<file path="src/rtl/mem_arb_pkg.sv">
// Shared types and default sizes for the two-requester data-memory arbiter.
package mem_arb_pkg;

  localparam int AW_DEF = 8;
  localparam int DW_DEF = 16;

  typedef enum logic [1:0] {
    IDLE   = 2'd0,
    ACCESS = 2'd1,
    RDATA  = 2'd2
  } state_t;

  typedef enum logic {
    REQ_CPU = 1'b0,
    REQ_LDR = 1'b1
  } req_id_t;

endpackage

</file>
<file path="src/rtl/rr_pick.sv">
// 2-way round-robin picker: combinational, one-hot winner from request bits and last-served id.
module rr_pick
  import mem_arb_pkg::*;
(
  input  logic [1:0] req,
  input  req_id_t    last,
  output logic [1:0] win,
  output logic       any
);

  always_comb begin
    win = req;
    if (req == 2'b11) begin
      win = (last == REQ_CPU) ? 2'b10 : 2'b01;
    end
  end

  assign any = |req;

endmodule

</file>
<file path="src/rtl/mem_arbiter.sv">
// CPU/loader data-memory arbiter: Gnt at +1, Rvalid at +2; requesters hold Req until Gnt.
// Optional MEM_ARB_LOCK_EN adds a Lock input letting the last-served requester keep the memory.
module mem_arbiter
  import mem_arb_pkg::*;
#(
  parameter int AW = AW_DEF,
  parameter int DW = DW_DEF
) (
  input  logic              Clk,
  input  logic              Rst_n,
`ifdef MEM_ARB_LOCK_EN
  input  logic [1:0]        Lock,
`endif
  input  logic [1:0]        Req,
  input  logic [1:0]        Wr,
  input  logic [2*AW-1:0]   Addr,
  input  logic [2*DW-1:0]   Wdata,
  output logic [1:0]        Gnt,
  output logic [1:0]        Rvalid,
  output logic [DW-1:0]     Rdata,
  output logic [AW-1:0]     D_Addr,
  output logic              D_Wr,
  output logic [DW-1:0]     D_Wdata,
  input  logic [DW-1:0]     D_Rdata,
  output logic              Busy
);

  state_t     state_q, state_d;
  req_id_t    last_q, cur_q, win_id;
  logic [1:0] last_oh, cur_oh, pick_req, win;
  logic       any_req;

  assign last_oh = (last_q == REQ_LDR) ? 2'b10 : 2'b01;
  assign cur_oh  = (cur_q  == REQ_LDR) ? 2'b10 : 2'b01;

`ifdef MEM_ARB_LOCK_EN
  // A locked last-served requester that is still asking overrides round-robin.
  logic lock_hit;
  assign lock_hit = |(Lock & Req & last_oh);
  assign pick_req = lock_hit ? last_oh : Req;
`else
  assign pick_req = Req;
`endif

  rr_pick u_pick (
    .req  (pick_req),
    .last (last_q),
    .win  (win),
    .any  (any_req)
  );

  assign win_id = win[1] ? REQ_LDR : REQ_CPU;

  always_ff @(posedge Clk or negedge Rst_n) begin
    if (!Rst_n) begin
      state_q <= IDLE;
      last_q  <= REQ_LDR;
      cur_q   <= REQ_CPU;
      D_Addr  <= '0;
      D_Wr    <= 1'b0;
      D_Wdata <= '0;
    end else begin
      state_q <= state_d;
      D_Wr    <= 1'b0;
      if (state_q == IDLE && any_req) begin
        cur_q   <= win_id;
        last_q  <= win_id;
        D_Addr  <= win[1] ? Addr[2*AW-1:AW]   : Addr[AW-1:0];
        D_Wdata <= win[1] ? Wdata[2*DW-1:DW]  : Wdata[DW-1:0];
        D_Wr    <= win[1] ? Wr[1]             : Wr[0];
      end
    end
  end

  // D_Wr is only ever high during ACCESS, so it doubles as the write flag there.
  always_comb begin
    state_d = state_q;
    Gnt     = 2'b00;
    Rvalid  = 2'b00;
    Rdata   = '0;
    Busy    = 1'b1;
    case (state_q)
      IDLE: begin
        Busy = 1'b0;
        if (any_req) state_d = ACCESS;
      end
      ACCESS: begin
        Gnt     = cur_oh;
        state_d = D_Wr ? IDLE : RDATA;
      end
      RDATA: begin
        Rvalid  = cur_oh;
        Rdata   = D_Rdata;
        state_d = IDLE;
      end
      default: state_d = IDLE;
    endcase
  end

endmodule

</file>
<file path="config.mk">
export PLATFORM = sky130hd
export DESIGN_NAME = mem_arbiter
export DESIGN_NICKNAME = d
export VERILOG_FILES = /design/src/rtl/mem_arb_pkg.sv /design/src/rtl/rr_pick.sv /design/src/rtl/mem_arbiter.sv
export SDC_FILE = /design/constraint.sdc
export NUM_CORES = 1
export LEC_CHECK = 0
export ABC_AREA = 1
export CORE_ASPECT_RATIO = 1.1
export CORE_MARGIN = 3
export CORE_UTILIZATION = 35
export DETAILED_ROUTE_END_ITERATION = 12
export GPL_ROUTABILITY_DRIVEN = 0
export PLACE_DENSITY = 0.91
export SETUP_SLACK_MARGIN = 0.2
export SYNTH_ARGS = -nofsm -noshare
export SYNTH_HDL_FRONTEND = slang
export SYNTH_HIERARCHICAL = 1
export SYNTH_SLANG_ARGS = --single-unit
export TNS_END_PERCENT = 10
</file>
<file path="constraint.sdc">
create_clock -name Clk -period 1.31 [get_ports Clk]
set_input_delay 0.1965 -clock Clk [delete_from_list [all_inputs] [get_ports Clk]]
set_output_delay 0.1965 -clock Clk [all_outputs]
set_load 0.01 [all_outputs]
</file>
* After elaboration in Yosys (flattened, before gate mapping)
Index checks and enable logic that the tools add are counted.
Word-level totals: bits in registers 29, latch bits 0, memory bits (writable) 0, ROM bits 0, bits of input ports 70, output and inout port bits 46, word-level logic and storage cells 28, memories 0
Operators by class: $add $sub $neg 0, multiply operators 0, div/mod/pow operators 0, magnitude comparators 0, equality and inequality tests 4, shift operators 0, muxes and demuxes 15, bitwise logic cells 0, reduce and logical (&&, ||, !) cells 3
Operators with widths (count):
- $mux 16 | 2
- $mux 2 | 7
- $mux 8 | 1
- $eq 2x2->1 const B | 2
- $mux 1 | 4
- $pmux 2 s2 | 1
- $eq 2x1->1 const B | 1
- $logic_not 2->1 | 1
- $ne 2x2->1 const B | 1
- $reduce_or 2->1 | 1
- $logic_and 1x1->1 | 1

* Logic depth before layout (Yosys ltp)
Gate-level depths: netlist of the first run.
depth after elaboration 4, gate-level depth with buffers 9, gate-level depth less buffers 7

* By module
Netlist of the first run, hierarchy kept.
By module, submodules not included:
- mem_arbiter | instances 1, cells an instance 239, area an instance 1606.5 um^2, sequential area each 726.9 um^2
- rr_pick | instances 1, cells an instance 6, area an instance 27.5 um^2, sequential area each 0.0 um^2

* Worst setup path after synthesis of the first run
Ideal clock, no wire load.
path type reg-to-reg, start reg last_q, end reg D_Addr[3], setup time 116 ps, arrival time 1076 ps, required time 1194 ps, setup slack 117 ps, stages on the path, launching flop included 8, period minus slack after synthesis 1193 ps, cells stage by stage dfstp_2 a21oi_1 buf_4 buf_2 nand2_1 nand2_1 nand2_1 nand2_1
Between the ends: word-level cells in the longest chain between the ends 3
Ends and longest elaborated chain:
- start: declaration | RTL line mem_arbiter.sv:29 | req_id_t last_q, cur_q, win_id;
- start signal: assignment | RTL line mem_arbiter.sv:67 | last_q <= win_id;
- $mux 2 | RTL line rr_pick.sv:14 | win = (last == REQ_CPU) ? 2'b10 : 2'b01;
- $mux 2 | RTL line rr_pick.sv:13 | if (req == 2'b11) begin
- via win[1] | RTL line mem_arbiter.sv:30 | logic [1:0] last_oh, cur_oh, pick_req, win;
- $mux 8 | RTL line mem_arbiter.sv:68 | D_Addr <= win[1] ? Addr[2*AW-1:AW] : Addr[AW-1:0];
- end signal: assignment | RTL line mem_arbiter.sv:68
- end: declaration | RTL line mem_arbiter.sv:21 | output logic [AW-1:0] D_Addr,
The timed path passes the listed nets, and every way through them passes these cells. A chain may end at the register's enable or synchronous reset.

* Worst setup path after layout of the first run
start reg state_q[1], end out Busy
Between the ends: word-level cells in the longest chain between the ends 2
Ends and longest elaborated chain:
- start: declaration | RTL line mem_arbiter.sv:28 | state_t state_q, state_d;
- start signal: assignment | RTL line mem_arbiter.sv:63 | state_q <= state_d;
- $logic_not 2->1 | RTL line mem_arbiter.sv:82 | case (state_q)
- $mux 1 | RTL line mem_arbiter.sv:82
- end: declaration | RTL line mem_arbiter.sv:25 | output logic Busy
Every way passes these cells.

==> results.txt, run 1 <==
----------------------------------------------------
[Clock network]
  Clock slew seen by the registers of the worst setup and hold paths ... 0.06 ns
  Clock tree from TritonCTS ... built
  Number of sinks on the clock net ... 29
  Maximum clock path buffer count ... 2
  Clock root cell ... sky130_fd_sc_hd__clkbuf_8
  Number of buffers added by the clock tree synthesis step ... 5
  Number of H-tree branching levels ... 2
  Clock latency on the worst-skew pair ... 0.27 ns

[Global route]
  Initial antenna violation count ... 0
  Number of global-route vias before repair ... 1914
  GRT Overall Usage ... 0.1976
  Grt total ovfl ... 0
  Largest net degree at the start of global routing ... 30
  First-pass GRT wire length ... 8.645 mm

[Floorplan]
  Die width ... 70.90 um
  Height of the die ... 77.39 um
  Top-level I/O count ... 116
  Number of standard-cell rows in the floorplan ... 25
  Die area ... 0.005487 sq mm
  Initial cell density of the core ... 0.3703
  Core area ... about 0.0044 sq mm

[Outcome]
  Violations in the final reports ... negative setup slack
  Outcome ... finished, violations left

[Setup path]
  Cells on worst reg2reg path ... 8
  Reg-to-Reg End ... D_Wdata[1]$_DFFE_PN0P_
  Signal arrival time at the worst endpoint ... 1.19 ns
  Startpoint-to-endpoint class of the critical path ... reg2out
  Worst reg-to-reg setup slack ... -0.04 ns
  Worst-path maximum fanout ... 5
  Nature of the critical path endpoint ... output pin
  Critical R2R Launch ... state_q[1]$_DFFE_PN0P_
  Worst Setup Start Kind ... register
  Worst Path Required ... 1.11 ns

[Logic synthesis]
  Total nets after synthesis ... between 300 and 400
  Syn avg cell area ... between 6 and 7 sq um
  Number of cells produced by synthesis ... 242
  Syn. warnings ... 6
  Netlist Area Pre-Place ... between 0.0015 and 0.002 sq mm

[Run]
  Number of max-capacitance violations reported ... 0

[Detailed routing]
  Remaining design rule violation count ... 0
  Final ANT Viol Nets ... 0
  Total wire length after detailed routing ... 5.273 mm
  Via total after detailed routing ... roughly 1900
  Number of DRC violations after detailed-routing iteration 0 ... 46
  Vias per Instance ... 4.386
  Initial DRT Pass Iterations ... 4
  Mean routed wirelength per cell ... 12.32 um

[Placement]
  Setup Slack @ Placement ... -0.2918 ns
  Sum of net half-perimeters after detailed placement ... just under 4 mm
  Placed Cells incl. Taps ... roughly 420
  Buffers added on ports ... 115

[Timing]
  Count of pins over their slew limit ... 0
  Max Clk Rate ... 723.1 MHz
  Final period utilization ... 1.056
  Maximum clock skew at final layout ... 0.003449 ns
  Final critical delay including setup and external delays ... 1.383 ns
  Measured slew at the worst slew-check pin ... 0.2647 ns
  RSZ-0062 raised after global routing ... true
  Slew Limit Headroom ... 0.8236
  Final Hold Vio Count ... 0
  Final count of negative-setup-slack endpoints ... 38
  Crit path setup slack, layout ... -0.07296 ns

[Final layout]
  P&R area growth vs syn ... 80.79%
  Fraction of final layout cells with drive strength greater than 1 ... 0.2326
  Count of inserted antenna diode cells ... 0
  # nets final ... between 400 and 500
  Layout Cells excl Fill ... about 430

[Power and ir drop]
  Standby leakage power ... 1.631 nW
  Maximum vdd drop ... 1.053 mV
  Pwr/cell area ... between 1500 and 2000 mW/mm^2

[Min path]
  Hold/Removal Path Class ... in2async

----------------------------------------------------
==> per-stage QoR <==
step / setup TNS [ns] / utilization / instance area, sq um / total power, mW / hold slack [ns]
floorplan: 0 / - / 1644 / 3.093 / -0.09909
global placement: -8.681 / 0.6623 / 2900 / 4.735 / 0.4093
detailed placement: -9.770 / 0.6623 / 2900 / 4.827 / 0.4217
CTS: -2.127 / 0.6883 / 3014 / 5.594 / 0.2869
global route: -3.409 / 0.6694 / 2932 / 5.861 / 0.3026
finish: -0.8561 / 0.6694 / 2932 / 5.431 / 0.2796
==> timing repair <==
action                                  CTS  global route
resized for setup                       156            25
buffers inserted                          2             0
hold buffers                              0             0
endpoints found under the setup margin   74            69
cloned                                    3             0
pin swaps                                11             4
hold endpoints to repair                  0             0
==> cell type report <==
class	instances	area, sq um
flip-flops and latches	29	728.2
multi-input cells	184	830.8
repair buffers	131	1132
clock buffers	8	80.08
fillers	371	1448
well taps	54	67.56
inverters	22	92.59
==> placed cells by master, fill, tap and decap left out, drive strengths merged <==
cell type and count:
nand2 156, buf 37, or2 1, clkdlybuf4s15 5, inv 21, nor2 24, dfstp 1, dfrtp 28
clkdlybuf4s50 69, clkbuf 28, clkinv 1, nand3 1, a21oi 2
==> worst max-delay path by stage <==
stage,startpoint,endpoint,slack (ns)
after floorplan,last_q$_DFFE_PN1P_,D_Wdata[10]$_DFFE_PN0P_,0.20
after detailed placement,D_Rdata[10],Rdata[10],-0.29
after global routing,state_q[1]$_DFFE_PN0P_,Busy,-0.12
after global placement,D_Rdata[15],Rdata[15],-0.25
after CTS,state_q[1]$_DFFE_PN0P_,Gnt[0],-0.09
final,state_q[1]$_DFFE_PN0P_,Busy,-0.07
==> flip-flops by register name, summed over array words and instances (netlist names) <==
| name | cells |
|---|---|
| last_q | 1 |
| D_Addr | 8 |
| D_Wr | 1 |
| state_q | 2 |
| cur_q | 1 |
| D_Wdata | 16 |
==> where the power goes <==
part	switching (mW)	internal [mW]	total, mW
Sequential	0.301	1.33	1.64
Clock	0.316	0.377	0.693
Combinational	1.69	1.41	3.10
==> per-layer routing <==
layer	track usage	share of wire	vias up
met4	0.06955	0.022	0
met3	0.07772	0.10	11
met1	0.2010	0.37	813
met2	0.3609	0.51	80
li1	-	-	973
met5	0	0	-
==> critical path: stages (launching register included) <==
cell	delay, ns
sky130_fd_sc_hd__dfrtp_2	0.52
sky130_fd_sc_hd__inv_2	0.08
sky130_fd_sc_hd__buf_4	0.15
sky130_fd_sc_hd__nand2_4	0.07
sky130_fd_sc_hd__buf_6	0.10
Power figures use the tool's default switching activity.
==> inputs of run 2 (changes only) <==
--- a/config.mk
+++ b/config.mk
@@ -8,10 +8,10 @@
 export ABC_AREA = 1
 export CORE_ASPECT_RATIO = 1.1
 export CORE_MARGIN = 3
-export CORE_UTILIZATION = 35
+export CORE_UTILIZATION = 31
 export DETAILED_ROUTE_END_ITERATION = 12
 export GPL_ROUTABILITY_DRIVEN = 0
-export PLACE_DENSITY = 0.91
+export PLACE_DENSITY = 0.86
 export SETUP_SLACK_MARGIN = 0.2
 export SYNTH_ARGS = -nofsm -noshare
 export SYNTH_HDL_FRONTEND = slang
==> constraint.sdc (replaced) <==
create_clock -name Clk -period 1.19 [get_ports Clk]
set_input_delay 0.1785 -clock Clk [delete_from_list [all_inputs] [get_ports Clk]]
set_output_delay 0.1785 -clock Clk [all_outputs]
set_load 0.01 [all_outputs]
==> results.txt, run 2 (synthesis gave the netlist of run 1 again) <==
----------------------------------------------------
[Outcome]
  Outcome ... finished, violations left
  Violations in the final reports ... negative setup slack

[Detailed routing]
  Via total after detailed routing ... 1939 (+3.3%)
  Mean routed wirelength per cell ... 12.88 um (+4.5%)
  Remaining design rule violation count ... 0 (unchanged)
  Total wire length after detailed routing ... 5.550 mm (+5.3%)
  Number of DRC violations after detailed-routing iteration 0 ... 48 (+4.3%)
  Vias per Instance ... 4.499 (+2.6%)
  Final ANT Viol Nets ... 0 (unchanged)
  Initial DRT Pass Iterations ... 5 (+1)

[Timing]
  Max Clk Rate ... 757.2 MHz
  Measured slew at the worst slew-check pin ... 0.2588 ns (-0.005853 ns)
  Final period utilization ... 1.110
  Total negative slack for setup checks ... -3.718 ns (-2.862 ns)
  Crit path setup slack, layout ... -0.1306 ns (-0.05765 ns)
  Final critical delay including setup and external delays ... 1.321 ns
  Slew Limit Headroom ... 0.8275 (+0.003902)
  Maximum clock skew at final layout ... 0.004287 ns (+0.0008377 ns)
  Final count of negative-setup-slack endpoints ... 48 (+26%)
  Count of pins over their slew limit ... 0 (unchanged)
  RSZ-0062 raised after global routing ... true
  Final Hold Vio Count ... 0 (unchanged)

[Clock network]
  Number of sinks on the clock net ... 29 (unchanged)
  Clock latency on the worst-skew pair ... 0.27 ns (about the same)
  Clock slew seen by the registers of the worst setup and hold paths ... 0.06 ns (about the same)
  Clock root cell ... sky130_fd_sc_hd__clkbuf_8
  Maximum clock path buffer count ... 2 (unchanged)
  Number of buffers added by the clock tree synthesis step ... 5 (unchanged)
  Hold buffer count at cts ... 0 (unchanged)
  Number of H-tree branching levels ... 2 (unchanged)
  Clock tree from TritonCTS ... built

[Setup path]
  Source of the critical timing path ... state_q[0]$_DFFE_PN0P_
  Worst-path maximum fanout ... 9 (+4)
  Slowest Stage Delay on Critical Path ... 0.41 ns (-0.11 ns)
  Signal arrival time at the worst endpoint ... 1.14 ns (-0.05 ns)
  Worst reg-to-reg setup slack ... -0.07 ns (-0.03 ns)
  Reg-to-Reg End ... D_Wdata[1]$_DFFE_PN0P_
  Nature of the critical path endpoint ... output pin
  Cells on worst reg2reg path ... 7 (-1)
  Crit-path leading delay family ... flip-flops
  Worst-path cell with the longest stage delay ... sky130_fd_sc_hd__dfrtp_1
  Worst Path Required ... 1.01 ns (-0.10 ns)
  Critical path buffers and inverters ... 2 (-1)
  Crit path cell chain ... inv_4 > nand2_8 > nor2_1 > buf_2
  Startpoint-to-endpoint class of the critical path ... reg2out
  Worst Setup Start Kind ... register
  Critical R2R Launch ... state_q[1]$_DFFE_PN0P_

[Floorplan]
  Top-level I/O count ... 116 (unchanged)
  Number of standard-cell rows in the floorplan ... 26 (+4.0%)
  Die width ... 74.96 um (+5.7%)
  Die area ... 0.006136 sq mm (+12%)
  Initial cell density of the core ... 0.3345 (-0.03575)
  Height of the die ... 81.86 um (+5.8%)
  Core area ... 0.004847 sq mm (+11%)

[Power and ir drop]
  Standby leakage power ... 1.681 nW (+3.1%)
  Pwr/cell area ... 2087 mW/mm^2 (+13%)
  Maximum vdd drop ... 1.179 mV (+12%)

[Final layout]
  Largest registers in the final layout ... D_Wdata x16, D_Addr x8, state_q x2
  Fillcell total ... 425 (+15%)
  Final Core Density ... 0.6226 (-0.04682)
  Max FFs per register ... 16 (unchanged)
  Register with the highest flop count ... D_Wdata
  Post-layout instance area ... 0.003018 sq mm (+2.9%)
  # nets final ... 445 (+0.45%)
  Fraction of final layout cells with drive strength greater than 1 ... 0.2400 (+0.007380)
  P&R area growth vs syn ... 86.11%
  Count of inserted antenna diode cells ... 0 (unchanged)
  Leading cell type in the layout, fill and taps excluded ... sky130_fd_sc_hd__nand2_1
  Most frequent cells in the layout ... sky130_fd_sc_hd__nand2_1, sky130_fd_sc_hd__clkdlybuf4s50_1, sky130_fd_sc_hd__buf_2

[Min path]
  Hold/Removal Path Class ... in2async

[Global route]
  Largest net degree at the start of global routing ... 26 (-13%)
  Number of global-route vias before repair ... 1900 (-0.73%)
  GRT Overall Usage ... 0.1817 (-0.01591)
  Grt total ovfl ... 0 (unchanged)
  Initial antenna violation count ... 0 (unchanged)
  First-pass GRT wire length ... 8.507 mm (-1.6%)

[Placement]
  Cell area reported after detailed placement ... 0.002923 sq mm (+0.78%)
  Buffers added on ports ... 115 (unchanged)
  Sum of net half-perimeters after detailed placement ... 4.001 mm (+3.7%)

[Run]
  Number of max-capacitance violations reported ... 0 (unchanged)

----------------------------------------------------
## run 2: where the power goes
group | switching [mW] | internal (mW) | total, mW
combinational | 2.01 | 1.72 | 3.73
clock | 0.338 | 0.457 | 0.795
sequential | 0.303 | 1.47 | 1.77
total | 2.65 | 3.65 | 6.30
## run 2: metrics by stage
step	hold slack [ns]	cells	setup slack, ns	total power, mW
finish	0.2297	431	-0.1306	6.299
CTS	0.2236	431	-0.1298	6.213
global placement	0.4196	418	-0.3371	5.275
floorplan	-0.1171	242	0.07511	3.405
detailed placement	0.4365	418	-0.3733	5.398
global route	0.2511	431	-0.1883	6.783
## run 2: how the worst max path moves through the flow
stage                     depth (start not counted)                 endpoint  slack, ns
after global routing                              4                 Rdata[6]      -0.19
final                                             4                Rdata[13]      -0.13
after detailed placement                          4                Rdata[15]      -0.37
after floorplan                                   8  D_Wdata[10]$_DFFE_PN0P_       0.08
after global placement                            4                Rdata[15]      -0.34
after CTS                                         4                 Rdata[8]      -0.13
## run 2: layout make-up
cell class                      instances  area (sq um)  area share
Timing Repair Buffer                  133          1194      0.3955
Multi-Input combinational cell        184         845.8      0.2803
Sequential cell                        29         726.9      0.2409
Inverter                               22         95.09     0.03151
Clock buffer                            7         86.33     0.02861
Tap cell                               56         70.07     0.02322
## run 2: routing by layer
metal	global-route usage	wire length (um)
met1	0.1829	1936
met2	0.3571	2906
met3	0.05875	658
met4	0.03381	48
met5	0	0
## run 2: repair_timing
item / CTS / global route
buffers inserted: 3 / 0
resized for setup: 145 / 31
pin swaps: 5 / 0
setup endpoints to repair: 74 / 73
cloned: 3 / 0
==> inputs of run 3 (changes only) <==
--- a/config.mk
+++ b/config.mk
@@ -7,7 +7,6 @@
 export LEC_CHECK = 0
 export ABC_AREA = 1
 export CORE_ASPECT_RATIO = 1.1
-export CORE_MARGIN = 3
 export CORE_UTILIZATION = 31
 export DETAILED_ROUTE_END_ITERATION = 12
 export GPL_ROUTABILITY_DRIVEN = 0
==> results.txt, run 3 (synthesis gave the netlist of run 1 again) <==
----------------------------------------------------
[Power and ir drop]
  Pwr/cell area ... 2133 mW/mm^2 (+2.2%)
  Part of the power in the clock network ... 0.116 (-0.010)
  Combinational share of power ... 0.605 (+0.013)
  Maximum vdd drop ... 0.9177 mV (-22%)
  Standby leakage power ... 1.699 nW (+1.1%)
  Design internal power ... 3.784 mW (+3.8%)
  Switching part of the total power ... 0.4186 (-0.002477)
  Switching Power ... 2.725 mW (+2.7%)
  Sequential cell fraction of total power ... 0.279 (-0.002)

[Final layout]
  Most frequent cells in the layout ... sky130_fd_sc_hd__nand2_1, sky130_fd_sc_hd__clkdlybuf4s50_1, sky130_fd_sc_hd__buf_2
  Largest registers in the final layout ... D_Wdata x16, D_Addr x8, state_q x2
  Fillcell total ... 458 (+7.8%)
  Area of the multi-input gates ... 853.3 sq um (+0.89%)
  Storage cell area ... 729.5 sq um (+0.34%)
  P&R area growth vs syn ... 88.19%
  Max FFs per register ... 16 (unchanged)
  Fraction of final layout cells with drive strength greater than 1 ... 0.2732 (+0.03321)
  Leading cell type in the layout, fill and taps excluded ... sky130_fd_sc_hd__nand2_1
  Layout Cells excl Fill ... 435 (+0.93%)
  Register with the highest flop count ... D_Wdata
  # nets final ... 446 (+0.22%)
  Count of inserted antenna diode cells ... 0 (unchanged)

[Placement]
  Buffers added on ports ... 115 (unchanged)
  Sum of net half-perimeters after detailed placement ... 3.740 mm (-6.5%)
  Placed Cells incl. Taps ... 417 (-0.24%)

[Timing]
  Final count of negative-setup-slack endpoints ... 46 (-4.2%)
  Final period utilization ... 1.127 (+0.01678)
  Total negative slack for setup checks ... -4.119 ns (-0.4009 ns)
  Maximum clock skew at final layout ... 0.003815 ns (-0.0004720 ns)
  Measured slew at the worst slew-check pin ... 0.2014 ns (-0.05740 ns)
  Max Clk Rate ... 745.9 MHz (-1.5%)
  Slew Limit Headroom ... 0.8657 (+0.03827)
  RSZ-0062 raised after global routing ... true
  Final critical delay including setup and external delays ... 1.341 ns (+0.01997 ns)
  Final Hold Vio Count ... 0 (unchanged)
  Crit path setup slack, layout ... -0.1506 ns (-0.01997 ns)
  Count of pins over their slew limit ... 0 (unchanged)
  Worst hold-check slack ... 0.2570 ns (+0.02728 ns)

[Setup path]
  Source of the critical timing path ... state_q[0]$_DFFE_PN0P_
  Worst-path cell with the longest stage delay ... sky130_fd_sc_hd__dfrtp_1
  Startpoint-to-endpoint class of the critical path ... reg2reg
  Slowest Stage Delay on Critical Path ... 0.40 ns (about the same)
  Nature of the critical path endpoint ... register
  Worst Setup Start Kind ... register
  Worst reg-to-reg setup slack ... -0.15 ns (-0.08 ns)
  Crit path cell chain ... inv_4 > buf_6 > nand2_4 > buf_8 > nor2_4 > clkbuf_16 > nand2_1 > nand2_1
  Cells on worst reg2reg path ... 8 (+1)
  Signal arrival time at the worst endpoint ... 1.56 ns (+0.42 ns)
  Worst-path maximum fanout ... 6 (-3)
  Worst path most repeated cell ... sky130_fd_sc_hd__nand2_1
  Worst Path Required ... 1.41 ns (+0.40 ns)
  Reg-to-Reg End ... D_Wdata[10]$_DFFE_PN0P_
  Critical R2R Launch ... state_q[0]$_DFFE_PN0P_

[Clock network]
  Number of H-tree branching levels ... 2 (unchanged)
  Number of sinks on the clock net ... 29 (unchanged)
  Number of buffers added by the clock tree synthesis step ... 5 (unchanged)
  Clock root cell ... sky130_fd_sc_hd__clkbuf_8
  Clock slew seen by the registers of the worst setup and hold paths ... 0.06 ns (about the same)
  Maximum clock path buffer count ... 2 (unchanged)
  Hold buffer count at cts ... 0 (unchanged)
  Clock tree from TritonCTS ... built
  Clock latency on the worst-skew pair ... 0.27 ns (about the same)

[Min path]
  Hold/Removal Path Class ... in2async

[Floorplan]
  Initial cell density of the core ... 0.3221 (-0.01239)
  Number of standard-cell rows in the floorplan ... 27 (+3.8%)
  Core area ... 0.005034 sq mm (+3.8%)
  Height of the die ... 77.86 um (-4.9%)
  Die width ... 70.96 um (-5.3%)
  Top-level I/O count ... 116 (unchanged)
  Die area ... 0.005525 sq mm (-10%)

[Global route]
  Initial antenna violation count ... 0 (unchanged)
  Largest net degree at the start of global routing ... 30 (+15%)
  First-pass GRT wire length ... 8.583 mm (+0.89%)
  Grt total ovfl ... 0 (unchanged)
  Number of global-route vias before repair ... 1900 (unchanged)
  GRT Overall Usage ... 0.2014 (+0.01978)

[Outcome]
  Outcome ... finished, violations left
  Violations in the final reports ... design-rule violations, negative setup slack

[Detailed routing]
  Number of DRC violations after detailed-routing iteration 0 ... 98 (+100%)
  Total wire length after detailed routing ... 5.514 mm (-0.65%)
  Initial DRT Pass Iterations ... 9 (+4)
  Final ANT Viol Nets ... 0 (unchanged)
  Via total after detailed routing ... 1940 (+0.052%)
  Mean routed wirelength per cell ... 12.68 um (-1.6%)
  Vias per Instance ... 4.460 (-0.87%)
  Remaining design rule violation count ... 12 (+12)

[Run]
  Number of max-capacitance violations reported ... 0 (unchanged)

----------------------------------------------------
-- run 3: cell count changes in the layout (fill, tap and decap cells not counted), moves of 6 or more --
cell,change
sky130_fd_sc_hd__buf_2,+7
sky130_fd_sc_hd__buf_6,+7
sky130_fd_sc_hd__dlygate4sd2_1,-15
sky130_fd_sc_hd__nand2_1,+6
sky130_fd_sc_hd__nand2_2,-8
sky130_fd_sc_hd__nand2_4,+6
-- run 3: worst max path at each step --
| stage | to | slack [ns] | cells past startpoint |
|---|---|---|---|
| final | D_Wdata[10]$_DFFE_PN0P_ | -0.15 | 8 |
| after global routing | D_Addr[4]$_DFFE_PN0P_ | -0.21 | 8 |
| after CTS | Gnt[0] | -0.16 | 4 |
| after detailed placement | Rvalid[0] | -0.36 | 4 |
| after global placement | Rvalid[0] | -0.34 | 4 |
| after floorplan | D_Wdata[10]$_DFFE_PN0P_ | 0.08 | 8 |
-- run 3: per-stage QoR --
step                power [mW]  utilization  cell area [sq um]  setup slack [ns]
finish                   6.509       0.6063               3052           -0.1506
global route             6.956       0.6063               3052           -0.2081
CTS                      6.076       0.5804               2922           -0.1562
detailed placement       5.304       0.5792               2915           -0.3561
global placement         5.191       0.5792               2915           -0.3368
floorplan                3.405            -               1644           0.07511
-- run 3: per-layer routing --
layer | share of wire | track usage | vias to the layer above
met5 | 0 | 0 | -
met4 | 0.0054 | 0.06600 | 0
met3 | 0.083 | 0.05584 | 4
met2 | 0.54 | 0.3856 | 88
met1 | 0.37 | 0.2082 | 869
li1 | - | - | 979
-- run 3: critical path: cells and delay by family (launching register included) --
family,cells,cell delay (ns)
AND/OR/NAND/NOR,4,0.32
flip-flops,1,0.40
buffers and inverters,4,0.57
-- run 3: area by class of cell --
cell class / instances / area share
clock buffers: 8 / 0.02624
inverters: 22 / 0.02952
multi-input cells: 186 / 0.2796
flip-flops and latches: 29 / 0.2390
well taps: 58 / 0.02378
repair buffers: 132 / 0.4018
-- run 3: power groups by stage --
stage	logic (mW)	registers [mW]	clock network (mW)
detailed placement	3.54	1.76	0
global placement	3.45	1.74	0
global route	4.26	1.87	0.829
floorplan	1.49	1.92	0
CTS	3.48	1.82	0.776
finish	3.94	1.81	0.758
-- run 3: timing repair --
item / 4_1_cts / 5_1_grt
gates resized for setup: 193 / 36
pin swaps: 6 / 7
setup buffers: 1 / 3
setup endpoints to repair: 74 / 74
cloned: 5 / 1
